`config.mk`:
```
export PLATFORM = sky130hd
export DESIGN_NAME = edc_secded_pipe
export DESIGN_NICKNAME = d
export VERILOG_FILES = /design/src/rtl/edc_pkg.sv /design/src/rtl/edc_syndrome_gen.sv /design/src/rtl/edc_secded_pipe.sv
export SDC_FILE = /design/constraint.sdc
export NUM_CORES = 1
export LEC_CHECK = 0
export CAP_MARGIN = 10
export CORE_ASPECT_RATIO = 0.6
export CORE_UTILIZATION = 41
export CTS_CLUSTER_DIAMETER = 80
export DETAILED_ROUTE_END_ITERATION = 7
export PLACE_DENSITY = 0.82
export SETUP_SLACK_MARGIN = 0.02
export SLEW_MARGIN = 20
export SYNTH_ARGS = -nofsm -noshare
export SYNTH_HDL_FRONTEND = slang
export SYNTH_HIERARCHICAL = 1
export SYNTH_SLANG_ARGS = --single-unit
```
`constraint.sdc`:
```
create_clock -name i_clk -period 3.7 [get_ports i_clk]
set_clock_uncertainty 0.05 [all_clocks]
set_input_delay 0.555 -clock i_clk [delete_from_list [all_inputs] [get_ports i_clk]]
set_output_delay 0.555 -clock i_clk [all_outputs]
set_load 0.005 [all_outputs]
```
`src/rtl/edc_pkg.sv`:
```
// Shared SEC-DED definitions: H-matrix column generator and check-bit encoder.
// Latency: n/a (elaboration-time and combinational helper functions only).
// Backpressure: n/a.
package edc_pkg;

    localparam int EDC_MIN_WEIGHT = 3;
    localparam int EDC_MAX_ECC    = 16;
    localparam int EDC_MAX_DATA   = 64;

    typedef logic [EDC_MAX_ECC-1:0]  edc_col_t;
    typedef logic [EDC_MAX_DATA-1:0] edc_data_t;

    function automatic int edc_popcount(input edc_col_t v);
        int n;
        n = 0;
        for (int b = 0; b < EDC_MAX_ECC; b++) begin
            n += int'(v[b]);
        end
        return n;
    endfunction

    // Data columns are the odd-weight codes of weight >= 3; weight 1 is
    // reserved for the check-bit unit vectors.
    function automatic bit edc_is_data_col(input edc_col_t v);
        int w;
        w = edc_popcount(v);
        return (w >= EDC_MIN_WEIGHT) && ((w % 2) == 1);
    endfunction

    function automatic int edc_num_columns(input int ecc_width);
        int n;
        n = 0;
        for (int v = 1; v < (1 << ecc_width); v++) begin
            if (edc_is_data_col(edc_col_t'(v))) begin
                n++;
            end
        end
        return n;
    endfunction

    // index-th data column, counting qualifying codes in ascending order.
    function automatic edc_col_t edc_h_column(input int index, input int ecc_width);
        int       seen;
        edc_col_t col;
        seen = 0;
        col  = '0;
        for (int v = 1; v < (1 << ecc_width); v++) begin
            if (edc_is_data_col(edc_col_t'(v))) begin
                if (seen == index) begin
                    col = edc_col_t'(v);
                end
                seen++;
            end
        end
        return col;
    endfunction

    function automatic edc_col_t edc_gen_ecc(input edc_data_t data, input int data_width,
                                             input int ecc_width);
        edc_col_t acc;
        acc = '0;
        for (int j = 0; j < data_width; j++) begin
            if (data[j]) begin
                acc ^= edc_h_column(j, ecc_width);
            end
        end
        return acc;
    endfunction

endpackage

```
`src/rtl/edc_syndrome_gen.sv`:
```
// Check-bit generator and syndrome former (gen_ecc = XOR of set-bit columns).
// Latency: 0 cycles, purely combinational.
// Backpressure: none; ports: i_data/i_ecc in, o_gen_ecc/o_syndrome out.
import edc_pkg::*;

module edc_syndrome_gen #(
    parameter int DATA_WIDTH = 32,
    parameter int ECC_WIDTH  = 8
) (
    input  logic [DATA_WIDTH-1:0] i_data,
    input  logic [ECC_WIDTH-1:0]  i_ecc,
    output logic [ECC_WIDTH-1:0]  o_gen_ecc,
    output logic [ECC_WIDTH-1:0]  o_syndrome
);

    logic [ECC_WIDTH-1:0] col_term [DATA_WIDTH];

    for (genvar j = 0; j < DATA_WIDTH; j++) begin : g_col
        localparam logic [ECC_WIDTH-1:0] COL = ECC_WIDTH'(edc_h_column(j, ECC_WIDTH));
        assign col_term[j] = i_data[j] ? COL : '0;
    end

    always_comb begin
        o_gen_ecc = '0;
        for (int j = 0; j < DATA_WIDTH; j++) begin
            o_gen_ecc ^= col_term[j];
        end
        o_syndrome = o_gen_ecc ^ i_ecc;
    end

endmodule

```
`src/rtl/edc_secded_pipe.sv`:
```
// Two-stage SEC-DED read checker: syndrome (S1), correct/flag (S2), error stats.
// Latency: 2 cycles input handshake to o_valid; 1 word/cycle with i_ready high.
// Backpressure: valid/ready both sides, o_ready combinational from i_ready; no skid.
// Ports: i_valid/o_ready/i_data/i_ecc/i_addr in; o_valid/i_ready/o_data/o_addr/
// o_syndrome/o_corrected/o_uncorrectable out; i_cnt_clr, o_cnt_*, o_err_* stats.
import edc_pkg::*;

module edc_secded_pipe #(
    parameter int DATA_WIDTH = 32,
    parameter int ECC_WIDTH  = 8,
    parameter int ADDR_WIDTH = 32,
    parameter int CNT_WIDTH  = 16
) (
    input  logic                  i_clk,
    input  logic                  i_rst,
    input  logic                  i_valid,
    output logic                  o_ready,
    input  logic [DATA_WIDTH-1:0] i_data,
    input  logic [ECC_WIDTH-1:0]  i_ecc,
    input  logic [ADDR_WIDTH-1:0] i_addr,
    output logic                  o_valid,
    input  logic                  i_ready,
    output logic [DATA_WIDTH-1:0] o_data,
    output logic [ADDR_WIDTH-1:0] o_addr,
    output logic [ECC_WIDTH-1:0]  o_syndrome,
    output logic                  o_corrected,
    output logic                  o_uncorrectable,
    input  logic                  i_cnt_clr,
    output logic [CNT_WIDTH-1:0]  o_cnt_corr,
    output logic [CNT_WIDTH-1:0]  o_cnt_unc,
    output logic [ADDR_WIDTH-1:0] o_err_addr,
    output logic                  o_err_valid
);

    if (DATA_WIDTH < 8 || DATA_WIDTH > EDC_MAX_DATA || ECC_WIDTH > EDC_MAX_ECC) begin : g_bad_width
        $error("edc_secded_pipe: DATA_WIDTH/ECC_WIDTH out of range");
    end
    if (edc_num_columns(ECC_WIDTH) < DATA_WIDTH) begin : g_bad_h
        $error("edc_secded_pipe: too few odd-weight columns for DATA_WIDTH");
    end

    // Stage 1
    logic                  s1_vld_q,  s1_vld_d;
    logic [DATA_WIDTH-1:0] s1_data_q, s1_data_d;
    logic [ADDR_WIDTH-1:0] s1_addr_q, s1_addr_d;
    logic [ECC_WIDTH-1:0]  s1_syn_q,  s1_syn_d;
    // Stage 2
    logic                  s2_vld_q,  s2_vld_d;
    logic [DATA_WIDTH-1:0] s2_data_q, s2_data_d;
    logic [ADDR_WIDTH-1:0] s2_addr_q, s2_addr_d;
    logic [ECC_WIDTH-1:0]  s2_syn_q,  s2_syn_d;
    logic                  s2_corr_q, s2_corr_d;
    logic                  s2_unc_q,  s2_unc_d;
    // Statistics
    logic [CNT_WIDTH-1:0]  cnt_corr_q, cnt_corr_d;
    logic [CNT_WIDTH-1:0]  cnt_unc_q,  cnt_unc_d;
    logic [ADDR_WIDTH-1:0] err_addr_q, err_addr_d;
    logic                  err_vld_q,  err_vld_d;

    logic [ECC_WIDTH-1:0]  gen_syn;
    logic [ECC_WIDTH-1:0]  gen_ecc_unused;
    logic [DATA_WIDTH-1:0] data_hit;
    logic                  check_hit;
    logic                  s1_load, s2_load, in_hs, out_hs;

    edc_syndrome_gen #(
        .DATA_WIDTH (DATA_WIDTH),
        .ECC_WIDTH  (ECC_WIDTH)
    ) u_syn (
        .i_data     (i_data),
        .i_ecc      (i_ecc),
        .o_gen_ecc  (gen_ecc_unused),
        .o_syndrome (gen_syn)
    );

    // Columns are distinct, so at most one data bit can match.
    for (genvar j = 0; j < DATA_WIDTH; j++) begin : g_hit
        localparam logic [ECC_WIDTH-1:0] COL = ECC_WIDTH'(edc_h_column(j, ECC_WIDTH));
        assign data_hit[j] = (s1_syn_q == COL);
    end
    // A unit-vector syndrome means a flipped check bit; data needs no fix.
    assign check_hit = $onehot(s1_syn_q);

    assign s2_load = !s2_vld_q || i_ready;
    assign s1_load = !s1_vld_q || s2_load;
    assign in_hs   = i_valid && s1_load;
    assign out_hs  = s2_vld_q && i_ready;

    always_comb begin
        s1_vld_d   = s1_vld_q;
        s1_data_d  = s1_data_q;
        s1_addr_d  = s1_addr_q;
        s1_syn_d   = s1_syn_q;
        s2_vld_d   = s2_vld_q;
        s2_data_d  = s2_data_q;
        s2_addr_d  = s2_addr_q;
        s2_syn_d   = s2_syn_q;
        s2_corr_d  = s2_corr_q;
        s2_unc_d   = s2_unc_q;
        cnt_corr_d = cnt_corr_q;
        cnt_unc_d  = cnt_unc_q;
        err_addr_d = err_addr_q;
        err_vld_d  = err_vld_q;

        if (s1_load) begin
            s1_vld_d = i_valid;
            if (in_hs) begin
                s1_data_d = i_data;
                s1_addr_d = i_addr;
                s1_syn_d  = gen_syn;
            end
        end

        if (s2_load) begin
            s2_vld_d = s1_vld_q;
            if (s1_vld_q) begin
                // data_hit is all-zero for check-bit and uncorrectable cases.
                s2_data_d = s1_data_q ^ data_hit;
                s2_addr_d = s1_addr_q;
                s2_syn_d  = s1_syn_q;
                s2_corr_d = (|data_hit) || check_hit;
                s2_unc_d  = (s1_syn_q != '0) && !((|data_hit) || check_hit);
            end
        end

        // Clear first, then a same-cycle increment/capture lands on top.
        if (i_cnt_clr) begin
            cnt_corr_d = '0;
            cnt_unc_d  = '0;
            err_addr_d = '0;
            err_vld_d  = 1'b0;
        end
        if (out_hs && s2_corr_q && (cnt_corr_d != '1)) begin
            cnt_corr_d = cnt_corr_d + 1'b1;
        end
        if (out_hs && s2_unc_q && (cnt_unc_d != '1)) begin
            cnt_unc_d = cnt_unc_d + 1'b1;
        end
        if (out_hs && (s2_syn_q != '0)) begin
            err_addr_d = s2_addr_q;
            err_vld_d  = 1'b1;
        end
    end

    always_ff @(posedge i_clk) begin
        if (i_rst) begin
            s1_vld_q   <= 1'b0;
            s1_data_q  <= '0;
            s1_addr_q  <= '0;
            s1_syn_q   <= '0;
            s2_vld_q   <= 1'b0;
            s2_data_q  <= '0;
            s2_addr_q  <= '0;
            s2_syn_q   <= '0;
            s2_corr_q  <= 1'b0;
            s2_unc_q   <= 1'b0;
            cnt_corr_q <= '0;
            cnt_unc_q  <= '0;
            err_addr_q <= '0;
            err_vld_q  <= 1'b0;
        end else begin
            s1_vld_q   <= s1_vld_d;
            s1_data_q  <= s1_data_d;
            s1_addr_q  <= s1_addr_d;
            s1_syn_q   <= s1_syn_d;
            s2_vld_q   <= s2_vld_d;
            s2_data_q  <= s2_data_d;
            s2_addr_q  <= s2_addr_d;
            s2_syn_q   <= s2_syn_d;
            s2_corr_q  <= s2_corr_d;
            s2_unc_q   <= s2_unc_d;
            cnt_corr_q <= cnt_corr_d;
            cnt_unc_q  <= cnt_unc_d;
            err_addr_q <= err_addr_d;
            err_vld_q  <= err_vld_d;
        end
    end

    assign o_ready         = s1_load;
    assign o_valid         = s2_vld_q;
    assign o_data          = s2_data_q;
    assign o_addr          = s2_addr_q;
    assign o_syndrome      = s2_syn_q;
    assign o_corrected     = s2_corr_q;
    assign o_uncorrectable = s2_unc_q;
    assign o_cnt_corr      = cnt_corr_q;
    assign o_cnt_unc       = cnt_unc_q;
    assign o_err_addr      = err_addr_q;
    assign o_err_valid     = err_vld_q;

endmodule

```
==> flow_summary_export.csv <==
group,metric,value,unit
worst_setup_path,cpMaxStageDelayCell,"fa_1",
pwr,pwr-share-comb,21.0,%
outcome,status,"complete, no violations",
sta,whs,0.398,ns
sta,fmax,0.285,GHz
sta,slew_violations,0,
routing,dr.pass1.iters,5,
pwr,swShare,28.9,%
floorplanning,die_w,201,um
routing,drt_iter0_markers,574,
clock_network,clk_pin_slew,0.07,ns
floorplanning,io_pins,218,
clock_network,cts_buffers,21,
clock_network,clk_latency,0.50,ns
floorplanning,dieHeight,121,um
place,port_buffers,217,
clock_network,cts_resized,0,
routing,wl_met1,13.1,mm
routing,final_antenna_net_count,0,
pwr,seq_power_share,43.5,%
routing,vias,8934,
final_layout,seqCellArea,4270,um2
final_layout,nets,1434,
place,dp_hpwl,20.2,mm
global_routing,grt_pass1_wl,44.6,mm
worst_setup_path,critical-path-top-delay-family,"adder cells",
worst_setup_path,cp.required,4.05,ns
worst_setup_path,reg2reg_depth,12,
floorplanning,initial_core_util,41.9,%
floorplanning,rows,43,
global_routing,grt_remaining_overflow,0,
final_layout,fill_cells,2099,
pwr,p_sw,1.67,mW
pwr,power_density,454,nW/um2
floorplanning,die-area,24400,um2
worst_setup_path,r2r_slack,0.19,ns
worst_setup_path,start_kind,"flip-flop",
sta,finalSetupViolCount,0,
pwr,power,5.79,mW
final_layout,syn_to_final_growth,31.3,%
floorplanning,coreArea,23200,um2
run,cap_viol_max_count,0,
worst_setup_path,r2r_start,"s1_syn_q[0]$_SDFFE_PP0P_",
worst_setup_path,crit_path_end_kind,"flip-flop",
pwr,cellLeakagePower,4.55,nW
routing,drc,0,
clock_network,htree_levels,1,
final_layout,multi_input_area,5090,um2
hold_path,min_from,"s1_addr_q[21]$_SDFFE_PP0P_",
global_routing,grt_start_max_net_pins,123,
global_routing,grt_pass1_vias,8330,
clock_network,post_cts_buffers,0,
worst_setup_path,max_stage_delay,0.57,ns
sta,hold_viol_final,0,
worst_setup_path,path_cells,"inv_1 > fa_1 > fa_1 > fa_1 > inv_1 > ha_1 > inv_1 > fa_1 > nand2_1 > nor2_1 > a211o_1 > o41ai_2",
worst_setup_path,crit_arrival,3.87,ns
pwr,pwr-share-clk,35.6,%
final_layout,utilization,55.0,%
pwr,power.internal,4.12,mW
worst_setup_path,worstPathMaxFanout,5,
pwr,ir_worst_vdd,312,uV
yosys,syn_nets,1264,
worst_setup_path,worstReg2RegEnd,"o_uncorrectable$_SDFFE_PP0P_",
clock_network,clock-sinks,213,
yosys,syn_area_per_cell,8.28,um2
worst_setup_path,cp_num_buf_inv,3,
worst_setup_path,crit_type,"flip-flop to flip-flop",
yosys,synthCells,1174,
sta,period_share,94.9,%
clock_network,hold_buffers,0,
hold_path,hold_path.class,"flip-flop to flip-flop",
clock_network,cts_root_buffer,"clkbuf_16",
clock_network,cts_tree,"yes",
clock_network,ctsLongestPathBuffers,3,
hold_path,min_to,"o_addr[21]$_SDFFE_PP0P_",
sta,min_period,3.51,ns
global_routing,grtUsageTotal,22.8,%
place,globalplace.congestion,0.947,
sta,rsz0062_at_grt,"yes",
sta,tightest_slew,1.00,ns
routing,routedWlPerCell,16.8,um
routing,wl_met2,11.9,mm
final_layout,drive_above_1_share,4.35,%
routing,vias_per_cell,5.34,
yosys,synth_warnings,6,
hold_path,hold_depth,2,
global_routing,antenna_found_initial,1,
yosys,syn_area,9720,um2
routing,top_layer_used,"met4",
worst_setup_path,path_common_cell,"fa_1",
sta,max_slew_margin,32.4,%
routing,met3_length,2.72,mm
routing,wirelength,28.1,mm
sta,setup_tns,0,ns
[per-stage QoR]
stage / instance area (um2) / worst slack [ns] / std cells
final: 12800 / 0.188 / 1673
after global routing: 12800 / 0.00566 / 1672
after CTS: 12800 / 0.125 / 1672
after detailed placement: 12100 / 0.133 / 1636
after global placement: 12100 / 0.257 / 1636
after floorplan: 9720 / 0.245 / 1174
[tightest hold or removal path: stages, from the launching register on]
cell,delay (ns)
dfxtp_1,0.31
nand2_1,0.05
a21oi_1,0.05
[power by group through the flow]
stage | combinational, mW | clock [mW] | sequential, mW
CTS | 1.20 | 2.10 | 2.51
global placement | 1.16 | 0 | 2.55
global route | 1.34 | 2.19 | 2.53
detailed placement | 1.20 | 0 | 2.56
finish | 1.21 | 2.06 | 2.52
floorplan | 0.815 | 0 | 2.52
[per-layer routing]
| layer | global-route usage, % | vias up |
|---|---|---|
| li1 | - | 4336 |
| met1 | 32.6 | 4236 |
| met2 | 34.0 | 329 |
| met3 | 6.85 | 33 |
| met4 | 3.82 | 0 |
| met5 | 0 | - |
[final cells by class]
cell class | count | area share, %
Antenna cell | 1 | 0.0196
Clock buffer | 24 | 4.28
Clock inverter | 12 | 0.824
Inverter | 17 | 0.500
Multi-Input combinational cell | 863 | 39.9
Sequential cell | 213 | 33.4
Tap cell | 315 | 3.09
Timing Repair Buffer | 228 | 17.9
[worst max-delay path by stage]
stage	startpoint	end	slack [ns]	cells after the start
after global placement	s1_syn_q[0]$_SDFFE_PP0P_	o_corrected$_SDFFE_PP0P_	0.26	13
after global routing	s1_syn_q[0]$_SDFFE_PP0P_	o_corrected$_SDFFE_PP0P_	0.006	13
after floorplan	s1_syn_q[3]$_SDFFE_PP0P_	o_uncorrectable$_SDFFE_PP0P_	0.25	13
after detailed placement	s1_syn_q[0]$_SDFFE_PP0P_	o_corrected$_SDFFE_PP0P_	0.13	13
final	s1_syn_q[0]$_SDFFE_PP0P_	o_uncorrectable$_SDFFE_PP0P_	0.19	12
after CTS	s1_syn_q[0]$_SDFFE_PP0P_	o_uncorrectable$_SDFFE_PP0P_	0.13	12
[layout by cell type, fill, tap and decap left out, types with 4 or more instances in the layout]
master	count
a211oi_1	20
a21oi_1	156
a311oi_1	18
a31oi_1	4
and3_1	8
buf_4	8
clkbuf_16	21
clkdlybuf4s50_1	215
clkinv_2	4
clkinvlp_4	5
dfxtp_1	211
fa_1	4
ha_1	9
inv_1	17
nand2_1	259
nand3_1	19
nand4_1	4
nor2_1	104
nor2b_1	16
nor3_1	8
nor3b_1	33
nor4_1	5
o211ai_1	4
o21ai_0	23
or3_1	22
xnor2_1	40
xnor3_1	17
xor2_1	32
[flip-flops by register name, indices dropped and copies added (netlist names)]
| name | flops |
|---|---|
| o_addr | 32 |
| o_cnt_corr | 16 |
| o_cnt_unc | 16 |
| o_corrected | 1 |
| o_data | 32 |
| o_err_addr | 32 |
| o_err_valid | 1 |
| o_syndrome | 8 |
| o_uncorrectable | 1 |
| o_valid | 1 |
| s1_addr_q | 32 |
| s1_data_q | 32 |
| s1_syn_q | 8 |
| s1_vld_q | 1 |
No activity file was read; power rests on OpenSTA's default activity.
